<file path="config.mk">
export PLATFORM = sky130hd
export DESIGN_NAME = video_prefetch_buffer
export DESIGN_NICKNAME = d
export VERILOG_FILES = /design/src/rtl/video_prefetch_buffer.sv
export SDC_FILE = /design/constraint.sdc
export NUM_CORES = 1
export LEC_CHECK = 0
export CORE_ASPECT_RATIO = 0.9
export CORE_MARGIN = 2
export CORE_UTILIZATION = 45
export CTS_CLUSTER_SIZE = 28
export DETAILED_ROUTE_END_ITERATION = 8
export PLACE_DENSITY = 0.66
export SYNTH_ARGS = -nofsm -noshare
export SYNTH_HDL_FRONTEND = slang
export SYNTH_SLANG_ARGS = --single-unit
</file>
<file path="constraint.sdc">
create_clock -name clock -period 2.6 [get_ports clock]
set_clock_uncertainty 0.05 [all_clocks]
set_input_delay 0.26 -clock clock [delete_from_list [all_inputs] [get_ports clock]]
set_output_delay 0.26 -clock clock [all_outputs]
set_load 0.02 [all_outputs]
</file>
<file path="src/rtl/video_prefetch_buffer.sv">
// video_prefetch_buffer
//   Walks videoAddress through a frame, captures one byte per videoDataReady
//   pulse into a first-word-fall-through FIFO, and hands bytes to the pixel
//   stage through pixelRead/pixelData/pixelValid.
//   Optional feature macro: VIDEO_PREFETCH_LINE_DOUBLE_EN (fetch every line
//   twice for 2x vertical scaling).
module video_prefetch_buffer #(
  parameter int unsigned FIFO_DEPTH   = 8,
  parameter int unsigned FRAME_WIDTH  = 320,
  parameter int unsigned FRAME_HEIGHT = 240
) (
  input  logic        clock,
  input  logic        reset,
  input  logic        frameStart,
  output logic [16:0] videoAddress,
  input  logic [7:0]  videoData,
  input  logic        videoDataReady,
  input  logic        pixelRead,
  output logic [7:0]  pixelData,
  output logic        pixelValid,
  output logic        frameDone,
  output logic        underflow
);

  localparam int unsigned PW   = (FIFO_DEPTH > 1) ? $clog2(FIFO_DEPTH) : 1;
  localparam int unsigned CNTW = $clog2(FIFO_DEPTH + 1);
  localparam int unsigned XW   = (FRAME_WIDTH > 1) ? $clog2(FRAME_WIDTH) : 1;
  localparam int unsigned YW   = (FRAME_HEIGHT > 1) ? $clog2(FRAME_HEIGHT) : 1;

  localparam logic [XW-1:0]   X_LAST     = XW'(FRAME_WIDTH - 1);
  localparam logic [YW-1:0]   Y_LAST     = YW'(FRAME_HEIGHT - 1);
  localparam logic [CNTW-1:0] FULL_COUNT = CNTW'(FIFO_DEPTH);
  localparam logic [CNTW-1:0] ONE_COUNT  = CNTW'(1);

  typedef enum logic [1:0] {
    IDLE,
    FETCH,
    DONE
  } state_t;

  state_t state, state_next;

  // FIFO storage and bookkeeping
  logic [7:0]      mem [FIFO_DEPTH];
  logic [PW-1:0]   wr_ptr, rd_ptr, rd_next;
  logic [CNTW-1:0] count;
  logic            empty, full;
  logic            push, pop;

  // Frame position tracking
  logic [XW-1:0]   col;
  logic [YW-1:0]   row;
  logic            line_end, frame_end;
  logic [16:0]     addr_next;

`ifdef VIDEO_PREFETCH_LINE_DOUBLE_EN
  logic            pass;
  logic [16:0]     line_start;
`endif

  assign empty      = (count == '0);
  assign full       = (count == FULL_COUNT);
  assign pixelValid = !empty;
  assign rd_next    = rd_ptr + PW'(1);

  // frameStart flushes everything, so it suppresses both pop and push
  assign pop  = pixelRead && !empty && !frameStart;
  assign push = (state == FETCH) && videoDataReady && !frameStart && (!full || pop);

  assign line_end = (col == X_LAST);
`ifdef VIDEO_PREFETCH_LINE_DOUBLE_EN
  assign frame_end = line_end && (row == Y_LAST) && pass;
`else
  assign frame_end = line_end && (row == Y_LAST);
`endif

  // State register
  always_ff @(posedge clock or posedge reset) begin
    if (reset) state <= IDLE;
    else       state <= state_next;
  end

  // Next-state: frameStart restarts from any state; last push ends the frame
  always_comb begin
    state_next = state;
    case (state)
      IDLE:    if (frameStart) state_next = FETCH;
      FETCH: begin
        if (frameStart)             state_next = FETCH;
        else if (push && frame_end) state_next = DONE;
      end
      DONE:    if (frameStart) state_next = FETCH;
      default: state_next = IDLE;
    endcase
  end

  // Address to present after the current push
  always_comb begin
    addr_next = videoAddress + 17'd1;
    if (frame_end) begin
      addr_next = '0;
    end
`ifdef VIDEO_PREFETCH_LINE_DOUBLE_EN
    else if (line_end && !pass) begin
      addr_next = line_start;
    end
`endif
  end

  // Address and line counters advance only on an accepted push
  always_ff @(posedge clock or posedge reset) begin
    if (reset) begin
      videoAddress <= '0;
      col          <= '0;
      row          <= '0;
`ifdef VIDEO_PREFETCH_LINE_DOUBLE_EN
      pass         <= 1'b0;
      line_start   <= '0;
`endif
    end else if (frameStart) begin
      videoAddress <= '0;
      col          <= '0;
      row          <= '0;
`ifdef VIDEO_PREFETCH_LINE_DOUBLE_EN
      pass         <= 1'b0;
      line_start   <= '0;
`endif
    end else if (push) begin
      videoAddress <= addr_next;
      if (!line_end) begin
        col <= col + XW'(1);
      end else begin
        col <= '0;
`ifdef VIDEO_PREFETCH_LINE_DOUBLE_EN
        // first pass rewinds to line_start; second pass moves to the next line
        if (!pass) begin
          pass <= 1'b1;
        end else begin
          pass       <= 1'b0;
          line_start <= addr_next;
          row        <= frame_end ? '0 : row + YW'(1);
        end
`else
        row <= frame_end ? '0 : row + YW'(1);
`endif
      end
    end
  end

  // FIFO storage write port (no reset needed on data)
  always_ff @(posedge clock) begin
    if (push) mem[wr_ptr] <= videoData;
  end

  // FIFO pointers and occupancy
  always_ff @(posedge clock or posedge reset) begin
    if (reset) begin
      wr_ptr <= '0;
      rd_ptr <= '0;
      count  <= '0;
    end else if (frameStart) begin
      wr_ptr <= '0;
      rd_ptr <= '0;
      count  <= '0;
    end else begin
      if (push) wr_ptr <= wr_ptr + PW'(1);
      if (pop)  rd_ptr <= rd_next;
      case ({push, pop})
        2'b10:   count <= count + CNTW'(1);
        2'b01:   count <= count - CNTW'(1);
        default: count <= count;
      endcase
    end
  end

  // FWFT head register: holds the last byte once the FIFO drains.
  // With more than one entry the next head is already in mem; otherwise a
  // push into an empty (or emptying) FIFO bypasses straight to the head.
  always_ff @(posedge clock or posedge reset) begin
    if (reset) begin
      pixelData <= '0;
    end else if (!frameStart) begin
      if (pop && (count > ONE_COUNT)) pixelData <= mem[rd_next];
      else if (push && (empty || pop)) pixelData <= videoData;
    end
  end

  // One-cycle pulse following the push of the frame's last byte
  always_ff @(posedge clock or posedge reset) begin
    if (reset) frameDone <= 1'b0;
    else       frameDone <= push && frame_end;
  end

  // Sticky flag for reads attempted on an empty FIFO
  always_ff @(posedge clock or posedge reset) begin
    if (reset)                    underflow <= 1'b0;
    else if (frameStart)          underflow <= 1'b0;
    else if (pixelRead && empty)  underflow <= 1'b1;
  end

endmodule
</file>
==> results.yml, run 1 <==
sta:
  final-hold-violation-count: 0
  slew_violations: 0
  fmax_mhz: 405
  period_share: 0.949
  finalSetupTns_ns: 0
  worst-slew-pin-transition_ns: 0.752
  post-route-worst-setup-slack_ns: 0.132
  fin_crit_ns: 2.47
  setup_viol: 0
  rsz0062_at_grt: "no"
  relSlewSlack: 0.494
yosys:
  synth_edf_count: 64
  ys_ff_latch: 120
  synthDistinctLibCells: 67
  syn_area_per_cell_um2: 12.5
  netlist_instances: 456
  ys.flop_type: "edfxtp_1"
  ys_seq_area_frac: 0.583
  synth_fp_nets: 477
  syn_area_um2: 5700
  async_flop_share: 0.467
  yosysWarnings: 0
clocking:
  clk-insertion-delay-late_ns: 0.42
  cts_root_buf: "clkbuf_16"
  clockBufferDepth: 2
  cts_sinks: 120
  htree_levels: 4
  clk_pin_slew_worst_paths_ns: 0.06
  numCtsBuffers: 17
  tritoncts: "built"
  hold_buffers: 0
drt:
  drc: 0
  drt-initial-drc-count: 299
  num_vias: 3917
  ant_nets: 0
  via_per_inst: 5.71
  routed_wl_um: 12500
  wire_per_inst_um: 18.3
  dr.pass1.iters: 5
worst_setup_path:
  critPathLaunchType: "flip-flop"
  required_ns: 2.29
  ff2ff_path_depth: 7
  cp-end-kind: "primary output"
  criticalPathCategory: "reg -> out"
  reg2reg_to: "mem[1][4]"
  r2r-start: "count[1]"
  regToRegSetupSlack_ns: 0.38
  critPathMaxFanout: 5
  arrival_ns: 2.16
status:
  status: "complete, no violations"
die:
  core.rowCount: 38
  dieWidth_um: 123
  fp.dieArea_um2: 13600
  io-pin-count: 41
  start_util: 0.466
  core-area_um2: 12200
  die_h_um: 111
place:
  place.gp.congestion: 0.832
  place_ws_ns: 0.296
  io_buffers: 40
  hpwlAfterDp_um: 8130
  dp_cells: 653
worst_hold_path:
  hold_path.class: "in -> async"
layout:
  drive_gt1_frac: 0.177
  fill_cells: 976
  nNetsFinal: 534
  final_core_utilization: 0.568
  synthToLayoutAreaGrowth_pct: 21.8
  diodes: 0
  layoutNonFillerInstCount: 686
  regArea_um2: 3320
  multi_input_area_um2: 2250
pwr:
  irDropWorstVdd_mv: 0.364
  p_leak_nw: 2.58
  p_per_area_nw_per_um2: 842
  power_mw: 5.85
global_routing:
  grt_pass1_wl_um: 20500
  grt_use_total: 0.199
  antenna_found_initial: 0
  grt_overflow_total: 0
  grt_pass1_vias: 3802
  grt_max_degree: 57
job:
  drv_cap: 0
-- per-layer routing --
metal | vias up | share of wire | track usage
li1 | 1850 | - | -
met5 | - | 0 | 0
met2 | 118 | 0.44 | 0.277
met1 | 1940 | 0.49 | 0.301
met3 | 9 | 0.059 | 0.0535
met4 | 0 | 0.0073 | 0.0667
-- worst max-delay path: stages (launching register included) --
cell             delay [ns]
dfrtp_1                0.44
inv_1                  0.15
ha_2                   0.26
nor3b_4                0.24
inv_2                  0.11
clkdlybuf4s50_1        0.55
-- timing repair --
action / 4_1_cts / 5_1_grt
resized for setup: 1 / 1
cloned: 0 / 0
setup buffers: 1 / 0
setup endpoints to repair: 1 / 1
-- layout make-up --
class                           instances  share of cell area
Clock inverter                         15              0.0241
Inverter                                6             0.00324
Sequential cell                       120               0.479
Multi-Input combinational cell        308               0.324
Timing Repair Buffer                   60              0.0804
Clock buffer                           17              0.0613
Tap cell                              160              0.0288
-- cells in the mapped netlist (3+ instances only) --
master / count / area share
a21oi_1: 32 / 0.028
or3_1: 10 / 0.011
buf_4: 3 / 0.0040
nand4b_1: 4 / 0.0061
clkbuf_1: 5 / 0.0033
nand3_1: 17 / 0.015
a31oi_1: 6 / 0.0066
mux2i_1: 10 / 0.018
nand2_4: 3 / 0.0059
xnor2_1: 6 / 0.0092
and3_1: 6 / 0.0066
inv_1: 4 / 0.0026
nor4_1: 6 / 0.0066
and4b_1: 3 / 0.0053
nand2_1: 49 / 0.032
dfrtp_1: 56 / 0.25
xor2_1: 6 / 0.0092
o221ai_1: 8 / 0.012
buf_2: 11 / 0.0097
ha_1: 8 / 0.018
nor2_1: 33 / 0.022
nor3_1: 8 / 0.0070
nand4_1: 7 / 0.0077
nand2b_1: 7 / 0.0077
o21ai_0: 19 / 0.017
mux4_2: 16 / 0.063
edfxtp_1: 64 / 0.34
-- registers in the layout (all words and copies together), names as in the netlist --
name,count
row,8
wr_ptr,3
col,9
pixelData,8
count,4
rd_ptr,3
videoAddress,17
underflow,1
frameDone,1
state,2
mem,64
-- worst max path at each step --
stage | slack [ns] | end | startpoint
floorplan | 0.11 | mem[1][0] | count[0]
global placement | 0.34 | mem[1][0] | videoDataReady
detailed placement | 0.30 | mem[1][0] | videoDataReady
CTS | 0.1 | pixelValid | count[0]
global route | 0.05 | pixelValid | count[1]
finish | 0.13 | pixelValid | count[1]
-- layout by cell type (no fill, tap or decap), types with 7 or more instances in the layout --
cell type         n
edfxtp_1         64
dfrtp_1          56
nand2_1          49
clkdlybuf4s50_1  39
nor2_1           33
a21oi_1          32
o21ai_0          19
buf_4            19
nand3_1          17
clkbuf_16        17
mux4_2           16
or3_1            10
mux2i_1          10
nor3_1            8
o221ai_1          8
nand4_1           7
nand2b_1          7
ha_1              7
-- where the power goes --
| group | switching [mW] | internal, mW | leakage [nW] | total [mW] |
|---|---|---|---|---|
| Sequential | 0.107 | 2.13 | 1.33 | 2.24 |
| Combinational | 0.674 | 0.597 | 0.964 | 1.27 |
| Clock | 0.906 | 1.43 | 0.286 | 2.34 |
-- stage by stage --
stage | hold WS, ns | cell area (µm²)
floorplan | 0.309 | 5700
global placement | 0.422 | 6330
detailed placement | 0.427 | 6330
CTS | 0.173 | 6940
global route | 0.195 | 6940
finish | 0.169 | 6940
-- kinds of logic (layout without fill, tap and decap cells) --
| logic type | count (synthesis) | in the layout | share of synthesized area |
|---|---|---|---|
| XOR/XNOR | 13 | 13 | 0.0213 |
| AO/OA/AOI/OAI | 81 | 81 | 0.0924 |
| adder cells (fa/ha/maj) | 8 | 8 | 0.0176 |
| buffers and inverters | 28 | 98 | 0.0241 |
| flip-flops | 120 | 120 | 0.583 |
| multiplexers | 28 | 28 | 0.0867 |
| AND/OR/NAND/NOR | 178 | 178 | 0.175 |
Note: power is estimated with default switching activity, not from simulation.
==> inputs of run 2 (changes only) <==
--- a/config.mk
+++ b/config.mk
@@ -10,6 +10,7 @@
 export CORE_UTILIZATION = 45
 export CTS_CLUSTER_SIZE = 28
 export DETAILED_ROUTE_END_ITERATION = 8
+export GPL_ROUTABILITY_DRIVEN = 0
 export PLACE_DENSITY = 0.66
 export SYNTH_ARGS = -nofsm -noshare
 export SYNTH_HDL_FRONTEND = slang
==> results of run 2 <==
Final layout, timing and power as in run 1 (identical DEF).
==> inputs of run 3 (changes only) <==
--- a/config.mk
+++ b/config.mk
@@ -5,12 +5,14 @@
 export SDC_FILE = /design/constraint.sdc
 export NUM_CORES = 1
 export LEC_CHECK = 0
+export ABC_CLOCK_PERIOD_IN_PS = 2600
 export CORE_ASPECT_RATIO = 0.9
 export CORE_MARGIN = 2
 export CORE_UTILIZATION = 45
 export CTS_CLUSTER_SIZE = 28
 export DETAILED_ROUTE_END_ITERATION = 8
 export GPL_ROUTABILITY_DRIVEN = 0
+export GPL_TIMING_DRIVEN = 0
 export PLACE_DENSITY = 0.66
 export SYNTH_ARGS = -nofsm -noshare
 export SYNTH_HDL_FRONTEND = slang
==> run 3 against run 2 <==
  * Power grew 1.5%
  * Critical path depth grew 4
  * Via count grew 3.7%
  * Flip-flop and latch count is the same
  * Combinational power is essentially flat
  * Global-route usage grew 1.2 points
  * Worst hold slack gained 0.010 ns
  * Cell count grew 1.5%
  * Critical path type is now reg -> reg
  * Highest routed layer unchanged
==> results.yml, run 3 (synthesized netlist as in run 1, its figures left out) <==
global_routing:
  antenna_found_initial: 0
  grt_max_degree: 32
  grt_pass1_wl_um: 21700
  grt_pass1_vias: 4144
  grt_overflow_total: 0
  grt_use_total: 0.211
clocking:
  numCtsBuffers: 17
  clk-insertion-delay-late_ns: 0.41
  cts_root_buf: "clkbuf_16"
  htree_levels: 4
  clockBufferDepth: 2
  cts_sinks: 120
  tritoncts: "built"
  clk_pin_slew_worst_paths_ns: 0.06
pwr:
  p_sw_mw: 1.66
  irDropWorstVdd_mv: 0.504
  p_int_mw: 4.28
  p_per_area_nw_per_um2: 840
  comb_power_share: 0.219
  power_frac_seq: 0.376
  p_leak_nw: 2.61
  clockPowerShare: 0.406
  power.share.switching: 0.279
sta:
  relSlewSlack: 0.495
  slew_violations: 0
  setup_viol: 0
  worst-slew-pin-transition_ns: 0.751
  fin_crit_ns: 2.49
  timing.hold.ws_ns: 0.179
  rsz0062_at_grt: "no"
  fmax_mhz: 402
  final-hold-violation-count: 0
  period_share: 0.957
  finalSetupTns_ns: 0
place:
  dp_cells: 658
  io_buffers: 40
  hpwlAfterDp_um: 8700
drt:
  drt-initial-drc-count: 316
  wire_per_inst_um: 19.2
  dr.max_layer_used: "met4"
  drc: 0
  wl_met2_um: 6350
  via_per_inst: 5.84
  dr_wl_met3_um: 608
  ant_nets: 0
  dr.pass1.iters: 7
  num_vias: 4063
  met1_length_um: 6240
  routed_wl_um: 13300
worst_hold_path:
  hold_path.class: "in -> async"
layout:
  synthToLayoutAreaGrowth_pct: 24.1
  top_register: "mem"
  nNetsFinal: 544
  final_cell_mix: "edfxtp_1, dfrtp_1, nand2_1"
  largest_register_ffs: 64
  diodes: 0
  regArea_um2: 3320
  final_core_utilization: 0.579
  drive_gt1_frac: 0.192
  multi_input_area_um2: 2310
  fill_cells: 956
  layoutNonFillerInstCount: 696
  final_common_cell: "edfxtp_1"
  reg_top3: "mem: 64 flops, videoAddress: 17 flops, col: 9 flops"
status:
  status: "complete, no violations"
worst_setup_path:
  path_cells: "inv_1 -> ha_1 -> nand4bb_2 -> and2_4 -> buf_4 -> buf_6 -> nand3_4 -> nor3_4 -> buf_12"
  required_ns: 2.68
  critPathMaxStageDelay_ns: 0.45
  critical-path-top-delay-family: "simple AND/OR/NAND/NOR gates"
  path_buf_inv: 4
  criticalPathCategory: "reg -> reg"
  cp-end-kind: "flip-flop"
  critPathLaunchType: "flip-flop"
  critPathMaxFanout: 10
  arrival_ns: 2.57
  slowest_stage: "dfrtp_1"
job:
  drv_cap: 0
die:
  die_h_um: 111
  start_util: 0.466
  core-area_um2: 12200
  io-pin-count: 41
  fp.dieArea_um2: 13600
  dieWidth_um: 123
  core.rowCount: 38
-- run 3: final cells by class --
type	instances	area share
inverters	6	0.00319
plain buffers	22	0.0163
repair buffers	48	0.0687
clock inverters	13	0.0241
clock buffers	19	0.0626
multi-input cells	308	0.327
well taps	160	0.0283
flip-flops and latches	120	0.470
-- run 3: per-layer routing --
layer | global-route usage | up-vias
met1 | 0.305 | 2051
met2 | 0.310 | 126
li1 | - | 1873
met5 | 0 | -
met4 | 0.0743 | 0
met3 | 0.0530 | 13
-- run 3: power by group through the flow --
stage / Combinational, mW / Clock [mW] / Sequential (mW)
after global routing: 1.41 / 2.54 / 2.24
after floorplan: 0.778 / 0 / 2.32
after detailed placement: 1.26 / 0 / 2.26
after global placement: 1.23 / 0 / 2.26
after CTS: 1.30 / 2.44 / 2.23
final: 1.30 / 2.41 / 2.23
-- run 3: what timing repair did --
action	CTS	global route
endpoints found under the setup margin	45	37
buffers inserted	6	0
gates resized for setup	11	5
pin swaps	3	0
hold endpoints to repair	0	0
hold buffers	0	0
gates cloned	0	0
-- run 3: metrics by stage --
step	setup slack (ns)	power [mW]	cell area, µm²
floorplan	0.107	3.10	5700
global placement	-0.748	3.49	6300
detailed placement	-0.389	3.52	6330
CTS	0.00876	5.97	7050
global route	0.00369	6.19	7070
finish	0.113	5.94	7070
-- run 3: path summary, 6_finish.rpt --
| check | start | end | slack [ns] | cells past startpoint |
|---|---|---|---|---|
| max reg2reg | count[0] | mem[1][1] | 0.11 | 9 |
| min in group clock | state[1] | state[0] | 0.43 | 1 |
| min reg2reg | state[1] | state[0] | 0.43 | 1 |
| max in group asynchronous | reset | count[1] | 1.72 | 3 |
| min | reset | videoAddress[9] | 0.18 | 2 |
| max | count[0] | mem[1][1] | 0.11 | 9 |
